==> config.mk <==
export PLATFORM = sky130hd
export DESIGN_NAME = bridge_frame_ctrl
export DESIGN_NICKNAME = d
export VERILOG_FILES = /design/src/rtl/bridge_pkg.sv /design/src/rtl/bridge_drop_cnt.sv /design/src/rtl/bridge_frame_ctrl.sv
export SDC_FILE = /design/constraint.sdc
export NUM_CORES = 1
export LEC_CHECK = 0
export ABC_AREA = 1
export BUFFER_PORTS_ARGS = -buffer_cell sky130_fd_sc_hd__clkbuf_2
export CELL_PAD_IN_SITES_DETAIL_PLACEMENT = 1
export CELL_PAD_IN_SITES_GLOBAL_PLACEMENT = 1
export CORE_MARGIN = 2
export CORE_UTILIZATION = 30
export DETAILED_ROUTE_END_ITERATION = 6
export HOLD_SLACK_MARGIN = 0.08
export PLACE_DENSITY_LB_ADDON = 0.1
export SETUP_SLACK_MARGIN = 0.15
export SLEW_MARGIN = 20
export SYNTH_ARGS = -nofsm -noshare
export SYNTH_HDL_FRONTEND = slang
export SYNTH_SLANG_ARGS = --single-unit
==> constraint.sdc <==
create_clock -name MCU_CLK_25_000 -period 2.25 [get_ports MCU_CLK_25_000]
set_clock_uncertainty 0.1 [all_clocks]
set_input_delay 0.1125 -clock MCU_CLK_25_000 [delete_from_list [all_inputs] [get_ports MCU_CLK_25_000]]
set_output_delay 0.1125 -clock MCU_CLK_25_000 [all_outputs]
set_load 0.01 [all_outputs]
==> src/rtl/bridge_pkg.sv <==
// Shared definitions for the GPS-to-MCU SPI bridge sequencer: FSM states and
// bridge timing constants that fix the default frame length.
package bridge_pkg;

    typedef enum logic [1:0] {
        ST_IDLE = 2'd0,
        ST_XFER = 2'd1,
        ST_GAP  = 2'd2
    } state_t;

    localparam int unsigned BRIDGE_SLOT_CYCLES    = 4;
    localparam int unsigned BRIDGE_CNT_BITS       = 13;
    localparam int unsigned NIBBLES_PER_FRAME_DEF = (1 << BRIDGE_CNT_BITS) / BRIDGE_SLOT_CYCLES;

endpackage

==> src/rtl/bridge_drop_cnt.sv <==
// Saturating lost-sample counter with sticky overrun flag; a clear coincident
// with a drop restarts the count at one.
module bridge_drop_cnt #(
    parameter int unsigned DROP_W = 8
) (
    input  logic              clk,
    input  logic              rst_n,
    input  logic              drop,
    input  logic              clr,
    output logic              overrun,
    output logic [DROP_W-1:0] count
);

    always_ff @(posedge clk or negedge rst_n) begin
        if (!rst_n) begin
            overrun <= 1'b0;
            count   <= '0;
        end else if (clr) begin
            overrun <= drop;
            count   <= drop ? DROP_W'(1) : '0;
        end else if (drop) begin
            overrun <= 1'b1;
            if (count != '1) begin
                count <= count + DROP_W'(1);
            end
        end
    end

endmodule

==> src/rtl/bridge_frame_ctrl.sv <==
// Paces DATAREADY pulses into the SPI bridge's 4-cycle slot, bounds frames to
// the bridge bit-counter wrap, buffers one sample and latches self-test per frame.
module bridge_frame_ctrl
    import bridge_pkg::*;
#(
    parameter int unsigned NIBBLES_PER_FRAME = NIBBLES_PER_FRAME_DEF,
    parameter int unsigned GAP_CYCLES        = 4,
    parameter int unsigned DROP_W            = 8
) (
    input  logic              MCU_CLK_25_000,
    input  logic              RESET_N,
    input  logic              ENABLE,
    input  logic              SELF_TEST_REQ,
    input  logic              SAMPLE_VALID,
    input  logic              CLR_OVERRUN,
    output logic              DATAREADY,
    output logic              SELF_TEST,
    output logic              FRAME_ACTIVE,
    output logic              FRAME_DONE,
    output logic              OVERRUN,
    output logic [DROP_W-1:0] DROP_COUNT
);

    localparam int unsigned       NIB_W     = $clog2(NIBBLES_PER_FRAME + 1);
    localparam int unsigned       GAP_W     = $clog2(GAP_CYCLES);
    localparam logic [NIB_W-1:0]  NIB_LAST  = NIB_W'(NIBBLES_PER_FRAME);
    localparam logic [GAP_W-1:0]  GAP_LOAD  = GAP_W'(GAP_CYCLES - 1);
    localparam logic [1:0]        SLOT_LOAD = 2'(BRIDGE_SLOT_CYCLES - 1);

    state_t             state, state_n;
    logic [1:0]         slot, slot_n;
    logic               pending, pending_n;
    logic [NIB_W-1:0]   nib_cnt, nib_n;
    logic [GAP_W-1:0]   gap_cnt, gap_n;
    logic               self_test_n;
    logic               issue;
    logic               drop;

    always_ff @(posedge MCU_CLK_25_000 or negedge RESET_N) begin
        if (!RESET_N) begin
            state        <= ST_IDLE;
            slot         <= '0;
            pending      <= 1'b0;
            nib_cnt      <= '0;
            gap_cnt      <= '0;
            DATAREADY    <= 1'b0;
            SELF_TEST    <= 1'b0;
            FRAME_ACTIVE <= 1'b0;
            FRAME_DONE   <= 1'b0;
        end else begin
            state        <= state_n;
            slot         <= slot_n;
            pending      <= pending_n;
            nib_cnt      <= nib_n;
            gap_cnt      <= gap_n;
            DATAREADY    <= issue;
            SELF_TEST    <= self_test_n;
            FRAME_ACTIVE <= (state_n == ST_XFER);
            FRAME_DONE   <= (state == ST_XFER) && (state_n == ST_GAP);
        end
    end

    always_comb begin
        state_n     = state;
        slot_n      = (slot == '0) ? '0 : slot - 2'd1;
        pending_n   = pending;
        nib_n       = nib_cnt;
        gap_n       = gap_cnt;
        self_test_n = SELF_TEST;
        issue       = 1'b0;
        drop        = 1'b0;

        unique case (state)
            ST_IDLE: begin
                if (ENABLE) begin
                    state_n     = ST_XFER;
                    self_test_n = SELF_TEST_REQ;
                    nib_n       = '0;
                end
            end
            ST_XFER: begin
                // Frame closes only once the last nibble's slot has drained.
                if (slot == '0) begin
                    if (nib_cnt == NIB_LAST) begin
                        state_n = ST_GAP;
                        gap_n   = GAP_LOAD;
                    end else begin
                        issue = SELF_TEST | pending | SAMPLE_VALID;
                    end
                end
            end
            ST_GAP: begin
                if (gap_cnt == '0) begin
                    if (ENABLE) begin
                        state_n     = ST_XFER;
                        self_test_n = SELF_TEST_REQ;
                        nib_n       = '0;
                    end else begin
                        state_n = ST_IDLE;
                    end
                end else begin
                    gap_n = gap_cnt - GAP_W'(1);
                end
            end
            default: state_n = ST_IDLE;
        endcase

        if (issue) begin
            slot_n = SLOT_LOAD;
            nib_n  = nib_cnt + NIB_W'(1);
        end

        if (SELF_TEST) begin
            pending_n = 1'b0;
        end else if (state != ST_IDLE) begin
            if (issue) begin
                pending_n = pending & SAMPLE_VALID;
            end else if (SAMPLE_VALID) begin
                drop      = pending;
                pending_n = 1'b1;
            end
        end

        if (state_n == ST_IDLE) begin
            pending_n = 1'b0;
        end else if ((state != ST_XFER) && (state_n == ST_XFER) && self_test_n) begin
            pending_n = 1'b0;
        end
    end

    bridge_drop_cnt #(
        .DROP_W (DROP_W)
    ) u_drop_cnt (
        .clk     (MCU_CLK_25_000),
        .rst_n   (RESET_N),
        .drop    (drop),
        .clr     (CLR_OVERRUN),
        .overrun (OVERRUN),
        .count   (DROP_COUNT)
    );

endmodule
After elaboration in Yosys (flattened, before gate mapping)

Index checks and enable logic that the tools add are counted.

Bitwise operators: 3
Equal/unequal tests: 11
Shifts and indexed selects: 0
Divide/modulo/power cells: 0
$lt $le $gt $ge: 0
Multipliers: 0
Muxes and demuxes: 38
Add/subtract/negate cells: 4
Reduce and logical (&&, ||, !) cells: 18

Operator list:

| cell                                                   | number |
|---|---|
| two-way mux 12 bit                                     | 3 |
| two-way mux 8 bit                                      | 3 |
| case mux 12 bit (2 select lines)                       | 1 |
| two-way mux 1 bit                                      | 19 |
| two-way mux 2 bit                                      | 9 |
| adder 12 x 1 -> 12 bit (second input constant)         | 1 |
| == test 12 bit (second input constant)                 | 1 |
| adder 8 x 1 -> 8 bit (second input constant)           | 1 |
| zero test 2 bit                                        | 4 |
| inequality test 8 bit (second input constant)          | 1 |
| nonzero test 2 bit                                     | 4 |
| inequality test 2 x 1 -> 1 bit (second input constant) | 3 |
| case mux 2 bit (3 select lines)                        | 1 |
| AND reduction 2 bit                                    | 3 |
| nonzero test 5 bit                                     | 1 |
| == test 2 x 1 -> 1 bit (second input constant)         | 2 |
| == test 2 bit (second input constant)                  | 2 |
| case mux 2 bit (2 select lines)                        | 1 |
| AND reduction 4 bit                                    | 1 |
| nonzero test 4 bit                                     | 1 |
| subtractor 2 x 1 -> 2 bit (second input constant)      | 2 |
| logical AND 1 bit                                      | 3 |
| inequality test 3 bit (second input constant)          | 1 |
| nonzero test 3 bit                                     | 1 |
| 4 further kinds                                        | 5 |

Memories kept: 0
Output and inout port bits: 13
Register bits after elaboration: 32
Word-level logic and storage cells: 85
Bits in latches: 0
Memory bits (read-only): 0
Bits in writable memories: 0
Input port bits: 6

Logic depth before layout (Yosys ltp)

Depth after elaboration: 10
Depth in mapped cells: 11
Mapped depth without buffers: 11

Modules after synthesis

From an unflattened synthesis, not the netlist that was laid out.

Cell total of the unflattened synthesis: 232
Area, all modules: 1905.6 um2

By module, submodules not included:

| module            | times used | area each (um2) | cells each | seq. area each (um2) |
|---|---|---|---|---|
| bridge_frame_ctrl | 1          | 1382.6          | 167        | 575.6 |
| bridge_drop_cnt   | 1          | 523.0           | 65         | 225.2 |

Worst setup path before layout

No wires, ideal clock.

Path type: reg2reg
Start: register nib_cnt[0]
End: register u_drop_cnt.count[0]
Data required time: 2.032 ns
Setup slack: 0.670 ns
Path buffers: 0
Clock period less this slack: 1.580 ns
Data arrival time: 1.362 ns
Library setup time: 0.118 ns
Stages on the path, launching flop included: 12
Path through: dfrtp_1 -> inv_1 -> ha_1 -> nand2_1 -> nor2_2 -> nand3_2 -> nand2_4 -> nand2_2 -> nand2_4 -> nand2_8 -> nand2_2 -> nand2_1

Word-level cells in the longest chain between the ends: 9
Elaborated cells between the ends (all ways): 11
Classes of those cells: 1 x eq/ne; 8 x mux; 2 x reduce/logical

RTL lines:

| what                                                     | RTL line                 | text |
|---|---|---|
| from (decl)                                              | bridge_frame_ctrl.sv:33  | `logic [NIB_W-1:0] nib_cnt, nib_n;` |
| from (signal assigned)                                   | bridge_frame_ctrl.sv:54  | `nib_cnt <= nib_n;` |
| == test 12 bit (*)                                       | bridge_frame_ctrl.sv:84  | `if (nib_cnt == NIB_LAST) begin` |
| two-way mux 1 bit (*)                                    | bridge_frame_ctrl.sv:84  |  |
| two-way mux 1 bit (*)                                    | bridge_frame_ctrl.sv:83  | `if (slot == '0) begin` |
| two-way mux 1 bit (*)                                    | bridge_frame_ctrl.sv:73  | `unique case (state)` |
| two-way mux 1 bit (*)                                    | bridge_frame_ctrl.sv:116 | `if (issue) begin` |
| two-way mux 1 bit (*)                                    | bridge_frame_ctrl.sv:115 | `end else if (state != ST_IDLE) begin` |
| two-way mux 1 bit (*)                                    | bridge_frame_ctrl.sv:113 | `if (SELF_TEST) begin` |
| two-way mux 1 bit or nonzero test 2 bit (tied branches)  | n/a                      |  |
| two-way mux 8 bit or AND reduction 2 bit (tied branches) | n/a                      |  |
| to (signal assigned)                                     | bridge_drop_cnt.sv:20    | `count <= drop ? DROP_W'(1) : '0;` |
| to (signal assigned)                                     | bridge_drop_cnt.sv:24    | `count <= count + DROP_W'(1);` |
| to (decl)                                                | bridge_drop_cnt.sv:11    | `output logic [DROP_W-1:0] count` |

Every way passes the cells marked *; elsewhere a longest branch is shown, timed or not.
A chain may end at the register's enable or synchronous reset.

Final worst setup path

Start: register nib_cnt[0]
End: register u_drop_cnt.count[5]

Word-level cells in the longest chain between the ends: 9

RTL lines:

| what                          | RTL line |
|---|---|
| == test 12 bit                | bridge_frame_ctrl.sv:84 |
| two-way mux 1 bit             | bridge_frame_ctrl.sv:84 |
| two-way mux 1 bit             | bridge_frame_ctrl.sv:83 |
| two-way mux 1 bit             | bridge_frame_ctrl.sv:73 |
| two-way mux 1 bit             | bridge_frame_ctrl.sv:116 |
| two-way mux 1 bit             | bridge_frame_ctrl.sv:115 |
| two-way mux 1 bit             | bridge_frame_ctrl.sv:113 |
| nonzero test 2 bit (no line)  | n/a |
| AND reduction 2 bit (no line) | n/a |

Every way passes these cells.

==> results.md <==
### Run status
- **result of the run** completed

### Critical path
- **startpoint types** register
- **Worst EP required** 2320 ps
- **largest driver fanout on the critical path** 14
- **worst reg2reg endpoint** u_drop_cnt.count[5]$_DFFE_PN0P_
- **cell breakdown of the critical path** inv_1, ha_1, nand2_1, nor2_2, nand3_2, nand2_4, nand2_2, nand2_4, nand2_8, nand2_2, nand2_1
- **setup slack of the most critical reg-to-reg path** 430 ps
- **cell with the largest stage delay on the worst path** sky130_fd_sc_hd__dfrtp_1
- **crit end category** register
- **critical register-to-register path startpoint** nib_cnt[0]$_DFFE_PN0P_
- **critical path type** reg -> reg
- **number of cells on the worst reg-to-reg path** 11
- **arrival time reported for the critical path endpoint** 1880 ps
- **kind of cell with the highest combined delay on the critical path** simple AND/OR/NAND/NOR gates
- **CP Buf/Inv Count** 1
- **crit-path max cell delay** 390 ps

### Min path
- **hold wc startpoint** SAMPLE_VALID
- **Tightest Hold Check Type** in -> reg
- **number of stages on the worst hold path** 5
- **end of the worst hold path** pending$_DFFE_PN0P_

### Global routing
- **first-pass GRT wire length** 6.96 mm
- **aggregate global routing overflow** 0
- **pin count of the biggest net entering global routing** 33
- **vias in the first global route** 1466
- **number of antenna violations at the first check in global routing** 0
- **All-Layer GR Usage** 14.1%

### STA
- **period utilisation layout** 80.7%
- **slew margin rel.** 43.8%
- **setup total negative slack** 0 ps
- **RSZ-0062 raised after global routing** false
- **f_max** 551 MHz
- **min setup slack post-route** 435 ps
- **count of final setup violators** 0
- **post-route worst hold slack** 120 ps
- **Slew Viols, Final** 0
- **number of hold violations in the final report** 0
- **Min Clock Period, post-route** 1820 ps
- **worst-margin pin slew** 843 ps

### Cells and area
- **core utilization of the finished layout** 35.5%
- **commonest cells after routing, fill and taps aside** sky130_fd_sc_hd__nand2_1, sky130_fd_sc_hd__dfrtp_1, sky130_fd_sc_hd__inv_1
- **number of antenna diodes** 0
- **Area growth, synth to finish** 16.2%
- **nets@finish** 253
- **layout cells sized above 1** 23.8%
- **most common library cell in the layout ignoring fill and taps** sky130_fd_sc_hd__nand2_1

### Detailed routing
- **routed via count** 1461
- **wire length per cell** 12.7 µm
- **Iter 0 DRT Violations** 50
- **via count normalized by instance count** 4.58
- **total iterations of the first detailed-routing run** 4
- **Residual DRC** 0
- **total detailed-routing wirelength** 4.06 mm
- **Detail Route Antenna Nets** 0

### Logic synthesis
- **top-area cell type share of the netlist area** 44.8%
- **syn_nets** 226
- **Post-Syn Instances** 216
- **leading area contributor after synthesis** sky130_fd_sc_hd__dfrtp_1
- **Syn. warnings** 0
- **number of synthesized register bits** 32
- **area fraction in compound gates after synthesis** 8.68%
- **ranking of synthesized cells by area** sky130_fd_sc_hd__dfrtp_1, sky130_fd_sc_hd__nand2_1, sky130_fd_sc_hd__nand3_1
- **xor/xnor cell area share of the yosys netlist** 3.43%
- **register area share after synthesis** 44.8%
- **multiplexer area fraction after synthesis** 0%
- **dominant combinational cell family by area after synthesis** simple AND/OR/NAND/NOR gates
- **post-synthesis share of cell area spent on full adders, half adders and majority gates** 2.80%
- **number of different library cells in the post-synthesis netlist** 30
- **Post-Synthesis Cell Area** 1790 µm²
- **post-synthesis simple-gate area fraction** 33.8%
- **Mapped Avg Cell Area** 8.27 µm²

### Placed design
- **final HPWL from detailed placement** 3.04 mm
- **number of buffers inserted by port buffering** 18
- **Final GP Congestion** 0.721
- **post-placement setup slack** 426 ps

### Floorplanning
- **Core ar.** 5850 µm²
- **vertical die dimension** 81.2 µm
- **effective utilization at floorplan** 30.5%
- **die outline width** 81.2 µm
- **Top-Level Pins** 19
- **Core Rows** 28
- **Die ar.** 6590 µm²

### Clock tree
- **insertion delay to the later sink of the worst-skew pair** 280 ps
- **CTS H-Tree Depth** 2
- **Resized cells post-CTS** 0
- **clock root cell** sky130_fd_sc_hd__clkbuf_8
- **deepest clock path buffer count** 2
- **number of buffers created by CTS** 5
- **Clock Pin Slew Worst Setup and Hold Paths** 70 ps
- **sinks on the clock net** 32
- **clock tree from TritonCTS** yes

### Power and ir drop
- **maximum ir drop on the vdd rail** 0.000354 V
- **Pwr per Cell Area** 1020 nW/µm²
- **Leak** 1.03 nW

### Job
- **number of violations of the max-capacitance limit** 0

[Yosys cell counts (all sizes together)]
master	n
nand2	64
inv	28
nand4	2
a31o	1
o22ai	6
nor2	25
nor3b	2
xor2	6
o21a	1
ha	4
nor3	5
nand3b	1
o21ai	13
dfrtp	32
xnor2	1
a21oi	5
o21bai	1
nand3	18
buf	1
[worst min-delay path, stage by stage]
cell and delay [ps]:
sky130_fd_sc_hd__clkbuf_2 100, sky130_fd_sc_hd__inv_1 70, sky130_fd_sc_hd__a21oi_2 50, sky130_fd_sc_hd__nor2_1 80, sky130_fd_sc_hd__nor2_1 50
[flip-flops by register name, indices dropped and copies added, names as in the netlist, 2 cells and up]
| name | cells |
|---|---|
| slot | 2 |
| gap_cnt | 2 |
| state | 2 |
| nib_cnt | 12 |
| u_drop_cnt.count | 8 |
[what timing repair did]
action                                 in CTS  in global routing
buffers inserted                            0                  0
endpoints found under the hold margin      34                  0
hold buffers                                2                  0
[report_power, final]
group	switching (mW)	internal [mW]
Combinational	0.528	0.283
Clock	0.206	0.249
Sequential	0.131	0.722
[logic make-up after synthesis]
family	count (synthesis)
AOI/OAI and AO/OA	27
and+or+nand+nor	117
DFF	32
xor gates and xnor gates	7
adders and majority gates	4
buffers and inverters	29
[layout make-up]
class	instances	area, µm²
Clock buffer	8	90.1
Sequential cell	32	801
Timing Repair Buffer	21	118
Multi-Input combinational cell	155	870
Inverter	28	105
Tap cell	75	93.8
Fill cell	717	3770
[layer usage]
metal | vias to the layer above | GRT usage [%] | share of wire (%)
met5 | - | 0 | 0
met4 | 0 | 5.08 | 1.4
met3 | 4 | 3.00 | 3.3
met2 | 24 | 21.6 | 45
met1 | 684 | 19.5 | 50
li1 | 749 | - | -
[stage by stage]
step                      cell area (µm²)  total power, mW  cells
after floorplan                      1790             1.47    216
after global placement               1970             1.69    309
after detailed placement             1970             1.70    309
after CTS                            2080             2.18    319
after global routing                 2080             2.34    319
final                                2080             2.12    319
[worst max path at each step]
stage                     depth (start not counted)  slack, ps                   start                               to
after floorplan                                  11        670  nib_cnt[0]$_DFFE_PN0P_  u_drop_cnt.count[0]$_DFFE_PN0P_
after global placement                           11        470  nib_cnt[0]$_DFFE_PN0P_  u_drop_cnt.count[7]$_DFFE_PN0P_
after detailed placement                         11        430  nib_cnt[0]$_DFFE_PN0P_  u_drop_cnt.count[7]$_DFFE_PN0P_
after CTS                                        11        410  nib_cnt[0]$_DFFE_PN0P_  u_drop_cnt.count[7]$_DFFE_PN0P_
after global routing                             11        240  nib_cnt[0]$_DFFE_PN0P_  u_drop_cnt.count[1]$_DFFE_PN0P_
final                                            11        430  nib_cnt[0]$_DFFE_PN0P_  u_drop_cnt.count[5]$_DFFE_PN0P_
Note: power is estimated with default switching activity, not from simulation.
